File: src/rtl/pipeline_hazard_ctrl.sv
// Hazard/sequencing controller for the 5-stage core: stall, flush, forwarding, memory-wait freeze.
// FORWARD_EN: forwarding + load-use detection; undefined: pending-write scoreboard, no forwarding.
module pipeline_hazard_ctrl #(
  parameter int RA_W  = 5,
  parameter int CNT_W = 16
) (
  input  logic             clk,
  input  logic             rst,
  input  logic [RA_W-1:0]  RS1_D,
  input  logic [RA_W-1:0]  RS2_D,
  input  logic [RA_W-1:0]  RD_D,
  input  logic             RegWriteD,
  input  logic [RA_W-1:0]  RS1_E,
  input  logic [RA_W-1:0]  RS2_E,
  input  logic [RA_W-1:0]  RD_E,
  input  logic             RegWriteE,
  input  logic             ResultSrcE,
  input  logic             PCSrcE,
  input  logic [RA_W-1:0]  RD_M,
  input  logic [RA_W-1:0]  RD_W,
  input  logic             RegWriteM,
  input  logic             RegWriteW,
  input  logic             MemReqM,
  input  logic             MemReady,
  output logic             StallF,
  output logic             StallD,
  output logic             FlushD,
  output logic             FlushE,
  output logic             StallB,
  output logic [1:0]       ForwardAE,
  output logic [1:0]       ForwardBE,
  output logic [CNT_W-1:0] StallCount
);

  typedef enum logic {RUN, MEMWAIT} state_t;
  state_t state;

  logic mem_stall, hazard_hit, hazard;

  // The first not-ready cycle stalls combinationally; the ready cycle already releases.
  assign mem_stall = ~MemReady & (MemReqM | (state == MEMWAIT));
  assign hazard    = hazard_hit & ~mem_stall & ~PCSrcE;

  assign StallF = rst & (mem_stall | hazard);
  assign StallD = rst & (mem_stall | hazard);
  assign StallB = rst & mem_stall;
  assign FlushD = rst & ~mem_stall & PCSrcE;
  assign FlushE = rst & ~mem_stall & (PCSrcE | hazard);

  always_ff @(posedge clk or negedge rst) begin
    if (!rst) begin
      state <= RUN;
    end else begin
      case (state)
        RUN:     if (MemReqM && !MemReady) state <= MEMWAIT;
        MEMWAIT: if (MemReady) state <= RUN;
        default: state <= RUN;
      endcase
    end
  end

  always_ff @(posedge clk or negedge rst) begin
    if (!rst)
      StallCount <= '0;
    else if (StallD && (StallCount != {CNT_W{1'b1}}))
      StallCount <= StallCount + 1'b1;
  end

`ifdef FORWARD_EN
  function automatic logic [1:0] fwd_sel(input logic [RA_W-1:0] rs);
    if (RegWriteM && (RD_M != '0) && (RD_M == rs))      return 2'b10;
    else if (RegWriteW && (RD_W != '0) && (RD_W == rs)) return 2'b01;
    else                                                return 2'b00;
  endfunction

  assign hazard_hit = RegWriteE & ResultSrcE & (RD_E != '0) &
                      ((RD_E == RS1_D) | (RD_E == RS2_D));
  assign ForwardAE  = rst ? fwd_sel(RS1_E) : 2'b00;
  assign ForwardBE  = rst ? fwd_sel(RS2_E) : 2'b00;

  logic unused_cfg;
  assign unused_cfg = ^{RegWriteD, RD_D};
`else
  logic [2**RA_W-1:0] pending;
  logic               issue;

  assign issue = RegWriteD & (RD_D != '0) & ~StallD & ~StallB & ~FlushE;

  // Clear first so a same-index set on the same edge wins.
  always_ff @(posedge clk or negedge rst) begin
    if (!rst) begin
      pending <= '0;
    end else begin
      if (RegWriteW) pending[RD_W] <= 1'b0;
      if (issue)     pending[RD_D] <= 1'b1;
    end
  end

  assign hazard_hit = pending[RS1_D] | pending[RS2_D];
  assign ForwardAE  = 2'b00;
  assign ForwardBE  = 2'b00;

  logic unused_cfg;
  assign unused_cfg = ^{RS1_E, RS2_E, RD_E, RegWriteE, ResultSrcE, RD_M, RegWriteM};
`endif

endmodule
File: config.mk
export PLATFORM = sky130hd
export DESIGN_NAME = pipeline_hazard_ctrl
export DESIGN_NICKNAME = d
export VERILOG_FILES = /design/src/rtl/pipeline_hazard_ctrl.sv
export SDC_FILE = /design/constraint.sdc
export NUM_CORES = 1
export LEC_CHECK = 0
export CAP_MARGIN = 20
export CORE_UTILIZATION = 49
export DETAILED_ROUTE_END_ITERATION = 8
export PLACE_DENSITY = 0.87
export SYNTH_ARGS = -nofsm -noshare
export SYNTH_HDL_FRONTEND = slang
export SYNTH_SLANG_ARGS = --single-unit
export TNS_END_PERCENT = 5
File: constraint.sdc
create_clock -name clk -period 3.1 [get_ports clk]
set_input_delay 0.62 -clock clk [delete_from_list [all_inputs] [get_ports clk]]
set_output_delay 0.62 -clock clk [all_outputs]
set_load 0.005 [all_outputs]
-- Word-level counts from Yosys, hierarchy flattened
Index checks and enable logic that the tools add are counted.
- equal/unequal tests: 1
- shift operators: 0
- magnitude comparators: 6
- add/subtract/negate cells: 1
- multiply operators: 0
- mux-type cells: 13
- reduce and logical (&&, ||, !) cells: 6
- bitwise gates (word level): 26
- divide/modulo/power cells: 0
- operator list (kind ; count):
    $mux 32 ; 2
    $and 32x32->32 ; 1
    $not 32->32 ; 1
    $or 32x32->32 ; 1
    $lt 5x6->1 const B ; 4
    $add 16x1->16 const B ; 1
    $ne 16x16->1 const B ; 1
    $and 1x1->1 ; 12
    $bmux 1 s5 ; 2
    $demux 1 s5 ; 2
    $ge 5x1->1 const B ; 2
    $not 1->1 ; 7
    $mux 1 ; 6
    $reduce_bool 5->1 ; 1
    $logic_and 1x1->1 ; 4
    $or 1x1->1 ; 4
    $pmux 1 s2 ; 1
    $logic_not 1->1 ; 1
- word-level logic and storage cells: 56
- register bits: 49
- bits in read-only memories: 0
- RAM bits: 0
- memories kept: 0
- latch bits: 0
- bits of input ports: 50

-- Logic depth before layout (Yosys ltp)
Gate-level depths: netlist of run 1.
- word-level depth: 12
- gate-level depth with buffers: 11
- depth with buffers taken out: 8

-- Least setup slack after synthesis of run 1
Ideal clock, no wire load.
- path kind: input port to output port
- start: input port RS1_D[2]
- end: output port StallF
- buffers on the path: 2
- slack: 0.181 ns
- data required time: 2.480 ns
- data arrival time: 2.299 ns
- stages: 8
- path through: buf_4 > mux4_2 > mux2i_1 > nor3_1 > nor4_2 > o21ai_0 > and2_1 > buf_4
- cells in the longest elaborated chain, start to end: 7
- RTL lines (item ; RTL line ; source):
    start, declared ; 9 ; input logic [RA_W-1:0] RS1_D,
    $bmux 1 s5 ; 99 ; assign hazard_hit = pending[RS1_D] | pending[RS2_D];
    $mux 1 (not written as such) ; 99 ;
    $or 1x1->1 ; 99 ;
    $and 1x1->1 (2 in series) ; 42 ; assign hazard = hazard_hit & ~mem_stall & ~PCSrcE;
    $or 1x1->1 ; n/a ;
    $and 1x1->1 ; n/a ;
    end, declared ; 25 ; output logic StallF,
Every way passes these cells. The select of a mux whose other input is x is not followed.

-- Worst setup path after layout of run 1
- start: register pending[29]
- end: output port FlushE
- cells in the longest elaborated chain, start to end: 7
- elaborated cells on any way between the ends: 9
- those cells by class: 4 x mux; 5 x bitwise
- RTL lines (item ; RTL line ; source):
    start, declared ; 84 ; logic [2**RA_W-1:0] pending;
    start signal, assigned ; 92 ; pending <= '0;
    start signal, assigned by index ; 94 ; if (RegWriteW) pending[RD_W] <= 1'b0;
    start signal, assigned by index ; 95 ; if (issue) pending[RD_D] <= 1'b1;
    $bmux 1 s5 ; 99 ;
    $mux 1 (not written as such) ; 99 ;
    $or 1x1->1 * ; 99 ;
    $and 1x1->1 * (2 in series) ; 42 ;
    $or 1x1->1 * ; 48 ; assign FlushE = rst & ~mem_stall & (PCSrcE | hazard);
    $and 1x1->1 * ; 48 ;
    end, declared ; 28 ; output logic FlushE,
Every way passes the cells marked *; elsewhere a longest branch is shown, timed or not. The select of a mux whose other input is x is not followed.

==> results of run 1 <==
==> worst max-delay path, cell delays in order, from the launching register on <==
cell      delay, ns
dfrtp_1        0.43
mux4_2         0.47
mux2i_1        0.15
nor3b_1        0.06
a41o_1         0.23
nor4_4         0.33
buf_4          0.17
and2b_1        0.15
nor3_2         0.04
clkbuf_2       0.11
==> where the power goes <==
group	total (mW)	internal (mW)	switching [mW]
logic	0.611	0.343	0.268
registers	0.924	0.773	0.151
clock network	0.367	0.157	0.210
total	1.90	1.27	0.629
==> kinds of logic after synthesis <==
logic type	share of synthesized area [%]
AOI/OAI and AO/OA	19.8
xor gates and xnor gates	4.47
adders and majority gates	0.426
buffers and inverters	5.36
DFF	41.7
muxes	12.0
other	0.128
and+or+nand+nor	16.1
==> cell type report <==
type / count / area share, %
tap: 72 / 2.39
timing repair buffer: 73 / 19.0
clock buffer: 6 / 1.92
sequential: 49 / 32.5
inverter: 6 / 0.597
clock inverter: 2 / 0.265
multi-input combinational: 215 / 43.3
antenna: 1 / 0.0663
==> routing by layer <==
metal  part of all wire (%)  GRT usage [%]  up-vias
met1                     41           36.3     1326
met5                      0              0        -
met4                    2.2           9.27        0
met2                     49           42.5      142
li1                       -              -     1217
met3                    8.3           4.57       17
==> registers in the layout (all words and copies together), names as in the netlist <==
signal / flops
state: 1
pending: 32
StallCount: 16
==> metrics by stage <==
step | TNS (ns) | total power [mW] | utilization (%) | worst slack, ns | hold slack [ns]
floorplan | 0 | 1.20 | - | 0.181 | 0.324
global placement | -17.83 | 1.45 | 62.7 | -0.748 | 0.456
detailed placement | -20.50 | 1.49 | 62.7 | -0.786 | 0.459
CTS | -0.00534 | 1.88 | 66.5 | -0.00534 | 0.135
global route | -0.0470 | 1.98 | 66.9 | -0.0470 | 0.132
finish | 0 | 1.90 | 66.9 | 0.0231 | 0.134
==> worst max-delay path by stage <==
stage	from	end	depth (start not counted)
floorplan	RS1_D[2]	StallF	8
global placement	RS1_D[2]	StallD	9
detailed placement	RS1_D[2]	FlushE	10
CTS	RS1_D[2]	FlushE	10
global route	pending[29]	FlushE	9
finish	pending[29]	FlushE	9
==> cell usage after synthesis, types with 2 or more instances <==
cell type / instances / area, sq um
a22oi_1: 5 / 37.5
mux4_2: 4 / 90.1
nand3_1: 11 / 55.1
buf_1: 4 / 15.0
nor2_1: 7 / 26.3
nand2_1: 16 / 60.1
a21oi_1: 3 / 15.0
mux2i_1: 24 / 240
and2_1: 2 / 12.5
xnor2_1: 5 / 43.8
nor2b_1: 6 / 37.5
and3_1: 9 / 56.3
nand2b_1: 6 / 37.5
inv_1: 6 / 22.5
dfrtp_1: 49 / 1230
o41ai_2: 3 / 48.8
nor3_1: 10 / 50.1
or3b_2: 3 / 26.3
o41ai_1: 28 / 245
clkbuf_1: 7 / 26.3
buf_2: 3 / 15.0
buf_4: 6 / 45.0
nand3b_1: 5 / 37.5
buf_6: 3 / 33.8
or2_2: 3 / 18.8
o21ai_0: 32 / 160
mux2_2: 2 / 22.5
xor2_1: 10 / 87.6
==> timing repair <==
item | in CTS | in global routing
setup endpoints to repair | 34 | 3
buffers inserted | 7 | 1
gates cloned | 1 | 0
resized for setup | 41 | 7
pin swaps | 6 | 3
hold buffers | 0 | 0
==> results.py, run 1 <==
metrics = {
    "outcome": {
        "status": "completed",
    },
    "grt": {
        "grt_pass1_wl_mm": 12.8,
        "grt_start_max_net_pins": 47,
        "grt_overflow": 0,
        "grt.total_usage_pct": 26.5,
        "grt_pass1_vias": 2549,
        "antenna_found_initial": 1,
    },
    "drt": {
        "viasPerCell": 6.37,
        "wl_per_cell_um": 19.1,
        "antenna_left": 0,
        "drc": 0,
        "dr_total_vias": 2702,
        "wl_mm": 8.08,
        "drt_iter0_markers": 151,
        "dr.pass1.iters": 6,
    },
    "timing": {
        "finalSetupViolCount": 0,
        "fin_crit_sh_pct": 99.3,
        "max_slew_margin_pct": 59.6,
        "fmax_mhz": 325,
        "skew_ns": 0.00576,
        "rsz0062_at_grt": "true",
        "hold_viol": 0,
        "period_needed_ns": 3.08,
        "worst_slew_pin_slew_ns": 0.604,
        "slew_violations": 0,
    },
    "floorplanning": {
        "initial_core_util_pct": 52.1,
        "io_pins": 75,
        "row_count": 27,
        "dieArea_sq_um": 6310,
        "dieWidth_um": 79.4,
        "core-area_sq_um": 5640,
        "fp.dieH_um": 79.4,
    },
    "critical_path": {
        "crit-reg2reg-launch": "pending[29]",
        "r2r-end": "pending[8]",
        "cp_max_fo": 3,
        "end_kind": "output pin",
        "worstRegToRegCells": 12,
        "critPathKind": "flop to output pin",
        "cp.required_ns": 2.48,
        "rrSetupSlack_ns": 0.11,
        "worstSetupStartpointType": "flop",
        "worstPathArrival_ns": 2.46,
    },
    "clocking": {
        "cts_tree": "built",
        "cts_sinks": 49,
        "clockBufferDepth": 2,
        "root_buffer": "clkbuf_8",
        "clk_latency_ns": 0.30,
        "cts_buffers": 5,
        "clkTransAtPathRegs_ns": 0.09,
        "ctsHtreeMaxLevel": 2,
    },
    "layout": {
        "final_cells": 424,
        "mostFrequentLayoutCells": "dfrtp_1 (49), clkdlybuf4s50_1 (35), o21ai_0 (31), o41ai_1 (28), mux2i_1 (23)",
        "area_delta_synth_final_pct": 28.4,
        "final_cell_area_sq_um": 3770,
        "seqCellArea_sq_um": 1230,
        "final_common_cell": "dfrtp_1",
        "nets": 401,
        "nFillCells": 407,
        "drive_gt1_share_pct": 19.1,
        "multi_input_area_sq_um": 1630,
    },
    "place": {
        "postPlaceCellArea_sq_um": 3540,
        "gp_congestion": 0.904,
        "numPortBuffers": 47,
        "post-dp-hpwl_mm": 5.69,
        "dp_cells": 406,
    },
    "power_and_ir_drop": {
        "p_leak_nw": 1.66,
        "p_per_area_nw_per_um2": 504,
        "vdd_ir_drop_max_mv": 0.329,
    },
    "synthesis": {
        "synth-seq-cells": 49,
        "syn_inst": 290,
        "ys_seq_area_share_pct": 41.7,
        "yosysWarnings": 0,
        "synth_area_sq_um": 2940,
        "yosysUniqueCellTypes": 46,
        "syn_avg_cell_area_sq_um": 10.1,
        "synth_ff_type": "dfrtp_1",
        "async_flop_share_pct": 100,
        "synth-edff-count": 0,
    },
    "run": {
        "maxCapViolCount": 0,
    },
    "worst_hold_path": {
        "hold_path.class": "input port to async pin",
    },
}
Note: power is estimated with default switching activity, not from simulation.
==> run 2, diff against run 1 <==
--- a/config.mk
+++ b/config.mk
@@ -8,6 +8,7 @@
 export CAP_MARGIN = 20
 export CORE_UTILIZATION = 49
 export DETAILED_ROUTE_END_ITERATION = 8
+export GPL_ROUTABILITY_DRIVEN = 0
 export PLACE_DENSITY = 0.87
 export SYNTH_ARGS = -nofsm -noshare
 export SYNTH_HDL_FRONTEND = slang
==> run 2 against run 1 <==
Net effect:
- flip-flop and latch count is the same
- final cell count shrank 0.71%
- critical path depth is the same
- utilization shrank 0.38 points
- register-to-register slack gained 0.16 ns
- setup slack lost 0.00098 ns
- fmax is essentially flat
- combinational power shrank 0.8%
- global-route usage shrank 0.45 points
- routed wire length shrank 1.4%
- clock power grew 13%
- power grew 2.1%
==> results.py, run 2 (synthesis results as in run 1) <==
metrics = {
    "drt": {
        "drc": 0,
        "dr.pass1.iters": 5,
        "wl_mm": 7.97,
        "antenna_left": 0,
        "wl_per_cell_um": 18.9,
        "viasPerCell": 6.42,
        "drt_iter0_markers": 145,
        "dr_total_vias": 2703,
    },
    "timing": {
        "slew_violations": 0,
        "worst_slew_pin_slew_ns": 0.610,
        "skew_ns": 0.0122,
        "layout_setup_ws_ns": 0.0221,
        "finalSetupViolCount": 0,
        "max_slew_margin_pct": 59.3,
        "rsz0062_at_grt": "true",
        "fmax_mhz": 325,
        "period_needed_ns": 3.08,
        "hold_viol": 0,
        "fin_crit_sh_pct": 99.3,
    },
    "critical_path": {
        "cp_max_fo": 6,
        "cp.required_ns": 2.48,
        "worstSetupStartpointType": "input port",
        "worstPathArrival_ns": 2.46,
        "critPathKind": "input port to output pin",
        "end_kind": "output pin",
    },
    "place": {
        "post-dp-hpwl_mm": 5.59,
        "dp_cells": 406,
        "postPlaceCellArea_sq_um": 3540,
        "numPortBuffers": 47,
        "pre_cts_slack_ns": -0.894,
    },
    "grt": {
        "grt_start_max_net_pins": 46,
        "grt_overflow": 0,
        "antenna_found_initial": 1,
        "grt.total_usage_pct": 26.1,
        "grt_pass1_vias": 2597,
        "grt_pass1_wl_mm": 12.7,
    },
    "clocking": {
        "cts_sinks": 49,
        "cts_tree": "built",
        "clk_latency_ns": 0.31,
        "ctsHtreeMaxLevel": 2,
        "root_buffer": "clkbuf_8",
        "clkTransAtPathRegs_ns": 0.09,
        "cts_buffers": 5,
        "clockBufferDepth": 2,
    },
    "layout": {
        "nets": 398,
        "final_core_util_pct": 66.5,
        "final_common_cell": "dfrtp_1",
        "drive_gt1_share_pct": 18.4,
        "largest_reg_flops": 32,
        "largest_register": "pending",
        "final_cell_area_sq_um": 3750,
        "mostFrequentLayoutCells": "dfrtp_1 (49), clkdlybuf4s50_1 (35), o21ai_0 (31), o41ai_1 (28), mux2i_1 (23)",
        "final_cells": 421,
        "area_delta_synth_final_pct": 27.6,
        "reg_top3": "pending (32), StallCount (16), state (1)",
    },
    "worst_hold_path": {
        "hold_path.class": "input port to async pin",
    },
    "floorplanning": {
        "dieArea_sq_um": 6310,
        "initial_core_util_pct": 52.1,
        "dieWidth_um": 79.4,
        "row_count": 27,
        "io_pins": 75,
        "fp.dieH_um": 79.4,
        "core-area_sq_um": 5640,
    },
    "power_and_ir_drop": {
        "power.total_mw": 1.94,
        "vdd_ir_drop_max_mv": 0.312,
        "p_leak_nw": 1.65,
        "p_per_area_nw_per_um2": 517,
    },
    "outcome": {
        "status": "completed",
    },
    "run": {
        "maxCapViolCount": 0,
    },
}
run 2: report_power, final:
part / switching [mW] / internal, mW
Sequential: 0.148 / 0.773
Combinational: 0.270 / 0.337
Clock: 0.212 / 0.202
run 2: cell type report:
class / instances / area [sq um]
Fill cell: 399 / 1890
Multi-Input combinational cell: 215 / 1630
Sequential cell: 49 / 1230
Timing Repair Buffer: 70 / 683
Clock buffer: 7 / 96.3
Tap cell: 72 / 90.1
Inverter: 6 / 22.5
Clock inverter: 1 / 5.00
Antenna cell: 1 / 2.50
run 2: path summary, 6_finish.rpt:
check,start,to,slack [ns],depth (start not counted)
worst max-delay path,RS1_D[2],StallD,0.02,9
worst min-delay path,rst,StallCount[2],0.14,1
worst max register to register,pending[29],pending[19],0.27,11
worst min register to register,StallCount[9],StallCount[9],0.50,1
max in group asynchronous,rst,pending[25],2.15,2
min in group clk,StallCount[9],StallCount[9],0.50,1
run 2: timing repair:
item	in CTS	in global routing
hold buffers	0	0
setup buffers	3	2
hold endpoints to repair	0	0
cloned	1	0
endpoints found under the setup margin	45	3
gates resized for setup	26	15
pin swaps	7	6
run 2: worst max-delay path, cell delays in order:
cell           delay [ns]
buf_6                0.10
buf_6                0.11
mux2_2               0.34
o311ai_2             0.21
nand4_1              0.19
nor4_4               0.39
o21ai_2              0.10
and2_4               0.15
dlygate4sd2_1        0.26
run 2: stage by stage:
step,hold slack [ns],TNS (ns)
after floorplan,0.324,0
final,0.138,0
after detailed placement,0.468,-26.31
after global placement,0.463,-18.19
after CTS,0.140,-0.103
after global routing,0.141,-0.165
run 2: layer usage:
layer | wire length [um] | up-vias | track usage, %
li1 | - | 1209 | -
met1 | 3200 | 1299 | 34.5
met2 | 3810 | 173 | 40.7
met3 | 717 | 22 | 5.94
met4 | 238 | 0 | 11.6
met5 | 0 | - | 0
